$ cat src/rtl/b11_param_if.sv
// Symbol/result bus of the b11_param scrambler.
// drop_cnt exists only when B11_DROP_CNT_EN is defined.
interface b11_param_if #(
  parameter int W = 6
);
  logic [W-1:0] x_in;
  logic         stbi;
  logic [W-1:0] x_out;
  logic         out_valid;
  logic         busy;
`ifdef B11_DROP_CNT_EN
  logic [7:0]   drop_cnt;
`endif

  modport master (
    output x_in, stbi,
    input  x_out, out_valid, busy
`ifdef B11_DROP_CNT_EN
    , input drop_cnt
`endif
  );

  modport slave (
    input  x_in, stbi,
    output x_out, out_valid, busy
`ifdef B11_DROP_CNT_EN
    , output drop_cnt
`endif
  );
endinterface

$ cat src/rtl/b11_param.sv
// b11_param: parametrised b11 scrambler with output-valid strobe, busy flag and bounded reduction loops.
// Define B11_DROP_CNT_EN to add a saturating rejected-symbol counter on bus.drop_cnt.
module b11_param #(
  parameter int W   = 6,
  parameter int MOD = 26,
  parameter int K00 = 21,
  parameter int K01 = 42,
  parameter int K10 = 7,
  parameter int K11 = 28
) (
  input  logic       clock,
  input  logic       reset,
  b11_param_if.slave bus
);
  localparam int AW = W + 3;

  localparam logic signed [AW-1:0] MOD_S  = AW'(MOD);
  localparam logic signed [AW-1:0] K00_S  = AW'(K00);
  localparam logic signed [AW-1:0] K01_S  = AW'(K01);
  localparam logic signed [AW-1:0] K10_S  = AW'(K10);
  localparam logic signed [AW-1:0] K11_S  = AW'(K11);
  localparam logic [W-1:0]         MOD_M1 = W'(MOD - 1);

  typedef enum logic [3:0] {
    S_RESET, S_DATAIN, S_SPAZIO, S_MUL, S_SOMMA, S_RSUM, S_RSOT, S_COMPL, S_DATAOUT
  } state_t;

  state_t                 state_q, state_d;
  logic [W-1:0]           r_in_q, r_in_d;
  logic [W-1:0]           cont_q, cont_d;
  logic signed [AW-1:0]   acc_q, acc_d;
  logic [1:0]             iter_q, iter_d;
  logic [W-1:0]           x_out_q, x_out_d;
  logic                   out_valid_q, out_valid_d;

  function automatic logic signed [AW-1:0] zext(input logic [W-1:0] v);
    return {3'b000, v};
  endfunction

  // Magnitude of the signed accumulator, truncated to the symbol width.
  function automatic logic [W-1:0] abs_trunc(input logic signed [AW-1:0] v);
    logic signed [AW-1:0] m;
    m = v[AW-1] ? -v : v;
    return m[W-1:0];
  endfunction

  always_comb begin
    state_d     = state_q;
    r_in_d      = r_in_q;
    cont_d      = cont_q;
    acc_d       = acc_q;
    iter_d      = iter_q;
    x_out_d     = x_out_q;
    out_valid_d = 1'b0;
    unique case (state_q)
      S_RESET: begin
        cont_d  = '0;
        r_in_d  = bus.x_in;
        x_out_d = '0;
        state_d = S_DATAIN;
      end
      S_DATAIN: begin
        r_in_d  = bus.x_in;
        state_d = bus.stbi ? S_DATAIN : S_SPAZIO;
      end
      S_SPAZIO: begin
        if (r_in_q == '0 || r_in_q == '1) begin
          cont_d  = (cont_q < MOD_M1) ? cont_q + W'(1) : '0;
          acc_d   = zext(r_in_q);
          state_d = S_DATAOUT;
        end else if (zext(r_in_q) <= MOD_S) begin
          state_d = S_MUL;
        end else begin
          state_d = S_DATAIN;
        end
      end
      S_MUL: begin
        acc_d   = r_in_q[0] ? (zext(cont_q) << 1) : zext(cont_q);
        state_d = S_SOMMA;
      end
      S_SOMMA: begin
        iter_d = '0;
        if (r_in_q[1]) begin
          acc_d   = zext(r_in_q) + acc_q;
          state_d = S_RSUM;
        end else begin
          acc_d   = zext(r_in_q) - acc_q;
          state_d = S_RSOT;
        end
      end
      // Both reduction loops are capped at two passes; legal operands never need more.
      S_RSUM: begin
        if (acc_q > MOD_S && iter_q != 2'd2) begin
          acc_d  = acc_q - MOD_S;
          iter_d = iter_q + 2'd1;
        end else begin
          state_d = S_COMPL;
        end
      end
      S_RSOT: begin
        if (acc_q[AW-1] && iter_q != 2'd2) begin
          acc_d  = acc_q + MOD_S;
          iter_d = iter_q + 2'd1;
        end else begin
          state_d = S_COMPL;
        end
      end
      S_COMPL: begin
        unique case (r_in_q[3:2])
          2'b00:   acc_d = acc_q - K00_S;
          2'b01:   acc_d = acc_q - K01_S;
          2'b10:   acc_d = acc_q + K10_S;
          default: acc_d = acc_q + K11_S;
        endcase
        state_d = S_DATAOUT;
      end
      S_DATAOUT: begin
        x_out_d     = abs_trunc(acc_q);
        out_valid_d = 1'b1;
        state_d     = S_DATAIN;
      end
      default: state_d = S_RESET;
    endcase
  end

  always_ff @(posedge clock or posedge reset) begin
    if (reset) begin
      state_q     <= S_RESET;
      r_in_q      <= '0;
      cont_q      <= '0;
      acc_q       <= '0;
      iter_q      <= '0;
      x_out_q     <= '0;
      out_valid_q <= 1'b0;
    end else begin
      state_q     <= state_d;
      r_in_q      <= r_in_d;
      cont_q      <= cont_d;
      acc_q       <= acc_d;
      iter_q      <= iter_d;
      x_out_q     <= x_out_d;
      out_valid_q <= out_valid_d;
    end
  end

  assign bus.x_out     = x_out_q;
  assign bus.out_valid = out_valid_q;
  assign bus.busy      = (state_q != S_DATAIN);

`ifdef B11_DROP_CNT_EN
  logic [7:0] drop_q, drop_d;
  logic       reject;

  function automatic logic [7:0] sat_inc(input logic [7:0] c);
    return (c == 8'hFF) ? c : c + 8'd1;
  endfunction

  assign reject = (state_q == S_SPAZIO) && (r_in_q != '0) && (r_in_q != '1)
                  && (zext(r_in_q) > MOD_S);
  assign drop_d = reject ? sat_inc(drop_q) : drop_q;

  always_ff @(posedge clock or posedge reset) begin
    if (reset) drop_q <= '0;
    else       drop_q <= drop_d;
  end

  assign bus.drop_cnt = drop_q;
`endif
endmodule

$ cat src/flat_wrapper.sv
// flat-port wrapper written by rule: the top's interface ports become plain ports
module b11_param_flat 
#(
  parameter int W   = 6,
  parameter int MOD = 26,
  parameter int K00 = 21,
  parameter int K01 = 42,
  parameter int K10 = 7,
  parameter int K11 = 28
)
  (clock, reset, bus_x_in, bus_stbi, bus_x_out, bus_out_valid, bus_busy);
  b11_param_if #(.W(W)) bus_i ();
  input  logic clock;
  input  logic reset;
  input wire logic [$bits(bus_i.x_in)-1:0] bus_x_in;
  input wire logic [$bits(bus_i.stbi)-1:0] bus_stbi;
  output wire logic [$bits(bus_i.x_out)-1:0] bus_x_out;
  output wire logic [$bits(bus_i.out_valid)-1:0] bus_out_valid;
  output wire logic [$bits(bus_i.busy)-1:0] bus_busy;
  assign bus_i.x_in = bus_x_in;
  assign bus_i.stbi = bus_stbi;
  assign bus_x_out = bus_i.x_out;
  assign bus_out_valid = bus_i.out_valid;
  assign bus_busy = bus_i.busy;
  b11_param #(.W(W), .MOD(MOD), .K00(K00), .K01(K01), .K10(K10), .K11(K11)) u_core (.clock(clock), .reset(reset), .bus(bus_i));
endmodule
$ cat config.mk
export PLATFORM = sky130hd
export DESIGN_NAME = b11_param_flat
export DESIGN_NICKNAME = d
export VERILOG_FILES = /design/src/rtl/b11_param_if.sv /design/src/rtl/b11_param.sv /design/src/flat_wrapper.sv
export SDC_FILE = /design/constraint.sdc
export NUM_CORES = 1
export LEC_CHECK = 0
export ABC_CLOCK_PERIOD_IN_PS = 5800
export CAP_MARGIN = 20
export CORE_ASPECT_RATIO = 1.5
export CORE_MARGIN = 1
export CORE_UTILIZATION = 55
export DETAILED_ROUTE_END_ITERATION = 6
export GPL_ROUTABILITY_DRIVEN = 0
export PLACE_DENSITY = 0.79
export SKIP_CTS_REPAIR_TIMING = 1
export SLEW_MARGIN = 20
export SYNTH_ARGS = -nofsm -noshare
export SYNTH_HDL_FRONTEND = slang
export SYNTH_SLANG_ARGS = --single-unit
$ cat constraint.sdc
create_clock -name clock -period 5.8 [get_ports clock]
set_clock_uncertainty 0.2 [all_clocks]
set_input_delay 0.87 -clock clock [delete_from_list [all_inputs] [get_ports clock]]
set_output_delay 0.87 -clock clock [all_outputs]
set_load 0.01 [all_outputs]
==> results.txt <==
The flow ran to the end, and the final reports show no timing, DRC or antenna violations. The run gives 34 as the number of clock sinks. The path class of the lowest-slack min-delay path is flip-flop to flip-flop. Leaving out fill and tap cells, the most frequent cell in the layout is sky130_fd_sc_hd__nand2_1.

The worst path uses 60.4% of the clock period. The run gives 7.18 mm as the placed wire-length estimate after detailed placement. The share of Yosys cell area claimed by the top area cell type was 23.8%.

met2 is the most crowded layer. In the routed design, unresolved DRC markers number 0. The wire length of the first global-routing pass came out at 16.4 mm. The top cell types in the final layout, fill and taps aside, are sky130_fd_sc_hd__nand2_1, sky130_fd_sc_hd__dfrtp_1, sky130_fd_sc_hd__o21ai_0, sky130_fd_sc_hd__ha_1, sky130_fd_sc_hd__nor2_1.

For the global-route track usage on met2, the log shows 50.9%. The routed layout has 3417 vias. For this design, the slowest cell found on the critical path is sky130_fd_sc_hd__dfrtp_1.

The tools report the root buffer selected by CTS as sky130_fd_sc_hd__clkbuf_8. The critical path is of the flip-flop to flip-flop type. TritonCTS built the clock tree.

The sequential area share after synthesis was 23.8%; the total buffers and inverters traversed by the critical path was 1. Setup violations remaining at the end of the flow were counted as 0. The run gives 475 as the number of nets produced by synthesis.

Dividing the detail-routed wire length by the instance count gives 19.5 um. The tools report the nature of the critical path endpoint as a flip-flop. The die boundary width came out at 67.8 um. The commonest register cell after synthesis was sky130_fd_sc_hd__dfrtp_1. The synthesized netlist occupies a cell area of 3570 um^2. The number of max-slew violations in the final report came out at 0. From bottom edge to top edge, the die measures 101 um. Wires add up to 9.83 mm. The tools report the post-route antenna net violation count as 0. The number of top-level pins is 17, and the actual slew at the worst max-slew pin is 1010 ps.

Across the run, the number of max-cap violations was 0. The placeable core region is 6220 um^2. Count of filler cells inserted in the layout: 564.

By area the synthesized netlist is led by sky130_fd_sc_hd__dfrtp_1, sky130_fd_sc_hd__ha_1, sky130_fd_sc_hd__xnor2_1. Highest achievable clock rate: 0.285 GHz. The post-placement worst setup slack was 2430 ps. The source of the critical timing path was u_core.acc_q[3]$_DFFE_PP0P_. The H-tree was split into 2 levels.

Top cell family by delay on the critical path: compound AO/OA/AOI/OAI gates. 0 antenna diodes ended up in the layout. For the placement row count, the log shows 35. The clock period minus worst slack came out at 3510 ps. For the relative slew slack, the log shows 31.8%.

At the end of the flow the core is filled with cells to 60.9%. For this run, the slowest stage of the critical path takes 710 ps. Number of cells produced by synthesis: 436.

The clock input transition at the sequential cells of the worst setup and hold paths is 70 ps. Among the stages of the critical path, the cell type that occurs most often is sky130_fd_sc_hd__ha_1. Dividing the detail-routed via count by the number of cells gives 6.78. Number of antenna violations at the first check in global routing: 0. The kind of start point of the critical path was a flip-flop. Global routing consumed, on the met1 layer, 38.5% of the routing resources. Setup repair after global routing left no endpoint under its margin. The tools report the via count of the first global-routing pass as 3340.

For the worst setup path, the data required time is 5820 ps. The yosys synthesis warning count is 0. For this run, asynchronously set or reset flops after synthesis account for 100%. Excluding fillers, the count of instances in the completed layout stands at 504. The synthesized area per cell came out at 8.20 um^2.

The post-route netlist has 8.14% of its cells at a drive strength greater than 1. Number of endpoints with negative hold slack in the final report: 0. For the final routed database, the setup TNS stands at 0 ps. The run gives 2 as the clock tree buffer depth. Once placement completed, the tool counted placed cells totaling 496. Global routing consumed, on the met3 layer, 5.43% of the routing resources. The number of nets in the layout is 468.

The signal on the critical path passes through inv_1 -> ha_1 -> a21oi_1 -> xnor2_1 -> ha_1 -> a21o_1 -> o41ai_1 -> or3_1 -> nand3_1 -> a31oi_1. For this configuration, the core starts out at a cell density of 57.5%. The number of DRC violations after detailed-routing iteration 0 came out at 387. The synthesized flop and latch total is 34, and the setup slack of the critical path after layout is 2290 ps. The startpoint identified for the worst hold timing path is u_core.bus.x_out[0]$_DFFE_PP0P_. After global routing the overflow that remains totals 0. Pin count of the biggest net entering global routing: 35.

In this run, CTS created clock tree buffers numbering 5. The combined global-route utilization of all metal layers was 32.1%; the arrival time reported for the critical path endpoint was 3520 ps. In this run the worst path has a maximum fanout of 15. After synthesis, the netlist uses 70 different library cells. The total die area was 6830 um^2. The number of I/O port buffers works out to 16.

Compared with the post-synthesis result, the final layout area differs by 6.06%. The pre-antenna-repair detailed-routing pass consisted of 5 iterations. The startpoint identified for the worst register-to-register timing path is u_core.acc_q[3]$_DFFE_PP0P_. Counting flops with a built-in enable in the synthesized netlist gives 0. The dominant cell type by area after synthesis is sky130_fd_sc_hd__dfrtp_1. For the clock latency of the later-clocked register in the worst-skew pair, the log shows 300 ps.
-- layout make-up --
| cell class | instances | area, um^2 | area share (%) |
|---|---|---|---|
| Clock buffer | 6 | 82.6 | 2.18 |
| Clock inverter | 2 | 12.5 | 0.330 |
| Timing Repair Buffer | 18 | 175 | 4.62 |
| Tap cell | 74 | 92.6 | 2.44 |
| Multi-Input combinational cell | 352 | 2510 | 66.2 |
| Sequential cell | 34 | 851 | 22.4 |
| Inverter | 18 | 67.6 | 1.78 |
-- cell families (layout without fill, tap and decap cells) --
family / count (synthesis) / in the layout / synth area share, %
mux: 20 / 20 / 5.92
fa+ha+maj: 30 / 30 / 10.5
buf+inv: 50 / 44 / 5.99
compound gates: 130 / 130 / 24.4
flops: 34 / 34 / 23.8
xor+xnor: 32 / 32 / 7.84
simple gates: 140 / 140 / 21.5
-- stage by stage --
stage | area (um^2) | hold slack (ps)
2_1_floorplan | 3570 | 257
3_3_place_gp | 3690 | 264
3_5_place_dp | 3690 | 273
4_1_cts | 3790 | 289
5_1_grt | 3790 | 311
6_report | 3790 | 279
-- layer usage --
metal,vias to the layer above,share of wire [%],wire length (um)
li1,1586,-,-
met1,1620,39,3810
met2,161,50,4870
met3,50,5.7,556
met4,0,6.1,595
met5,-,0,0
-- Yosys cell counts, types with 3 or more instances --
| cell | n |
|---|---|
| sky130_fd_sc_hd__nand2b_1 | 8 |
| sky130_fd_sc_hd__ha_1 | 30 |
| sky130_fd_sc_hd__o22ai_1 | 6 |
| sky130_fd_sc_hd__and3_1 | 4 |
| sky130_fd_sc_hd__nand4_1 | 4 |
| sky130_fd_sc_hd__a311oi_1 | 3 |
| sky130_fd_sc_hd__inv_1 | 17 |
| sky130_fd_sc_hd__dfrtp_1 | 34 |
| sky130_fd_sc_hd__nor2_1 | 28 |
| sky130_fd_sc_hd__a221o_1 | 3 |
| sky130_fd_sc_hd__clkbuf_1 | 16 |
| sky130_fd_sc_hd__nand3_1 | 9 |
| sky130_fd_sc_hd__buf_1 | 5 |
| sky130_fd_sc_hd__xor2_1 | 11 |
| sky130_fd_sc_hd__xnor2_1 | 21 |
| sky130_fd_sc_hd__mux2_2 | 9 |
| sky130_fd_sc_hd__or3_1 | 8 |
| sky130_fd_sc_hd__a21oi_1 | 24 |
| sky130_fd_sc_hd__nor2b_1 | 8 |
| sky130_fd_sc_hd__nor3_2 | 3 |
| sky130_fd_sc_hd__o21ai_1 | 3 |
| sky130_fd_sc_hd__a31oi_1 | 9 |
| sky130_fd_sc_hd__a2111oi_0 | 3 |
| sky130_fd_sc_hd__buf_2 | 8 |
| sky130_fd_sc_hd__nand3b_1 | 3 |
| sky130_fd_sc_hd__o31ai_1 | 5 |
| sky130_fd_sc_hd__o21ai_0 | 32 |
| sky130_fd_sc_hd__o41ai_1 | 3 |
| sky130_fd_sc_hd__a22oi_1 | 3 |
| sky130_fd_sc_hd__and2_1 | 5 |
| sky130_fd_sc_hd__mux2i_1 | 11 |
| sky130_fd_sc_hd__nand2_1 | 36 |
| sky130_fd_sc_hd__or2_2 | 3 |
| sky130_fd_sc_hd__o211ai_1 | 3 |
| sky130_fd_sc_hd__a21o_1 | 3 |
| sky130_fd_sc_hd__a211oi_1 | 5 |
| sky130_fd_sc_hd__nor3_1 | 8 |
-- state kept, by name, summed over array words and instances, names as in the netlist --
name                  count
u_core.bus.x_out          6
u_core.acc_q              9
u_core.state_q            4
u_core.r_in_q             6
u_core.cont_q             6
u_core.iter_q             2
u_core.bus.out_valid      1
-- worst min-delay path: stages, from the launching register on --
cell and delay, ps:
sky130_fd_sc_hd__dfrtp_1 340, sky130_fd_sc_hd__nand2_1 40, sky130_fd_sc_hd__o21ai_0 60
-- path summary, 6_finish.rpt --
check | end | slack [ps] | depth (start not counted)
max | u_core.acc_q[7]$_DFFE_PP0P_ | 2290 | 10
min | u_core.bus.x_out[0]$_DFFE_PP0P_ | 280 | 2
max reg2reg | u_core.acc_q[7]$_DFFE_PP0P_ | 2290 | 10
min reg2reg | u_core.bus.x_out[0]$_DFFE_PP0P_ | 280 | 2
max in group asynchronous | u_core.r_in_q[3]$_DFFE_PP0P_ | 4320 | 3
min in group asynchronous | u_core.acc_q[0]$_DFFE_PP0P_ | 770 | 3
Power is left out: the tool's default activity adds up to more than one toggle a clock period on the data nets, which glitch-free logic cannot reach.
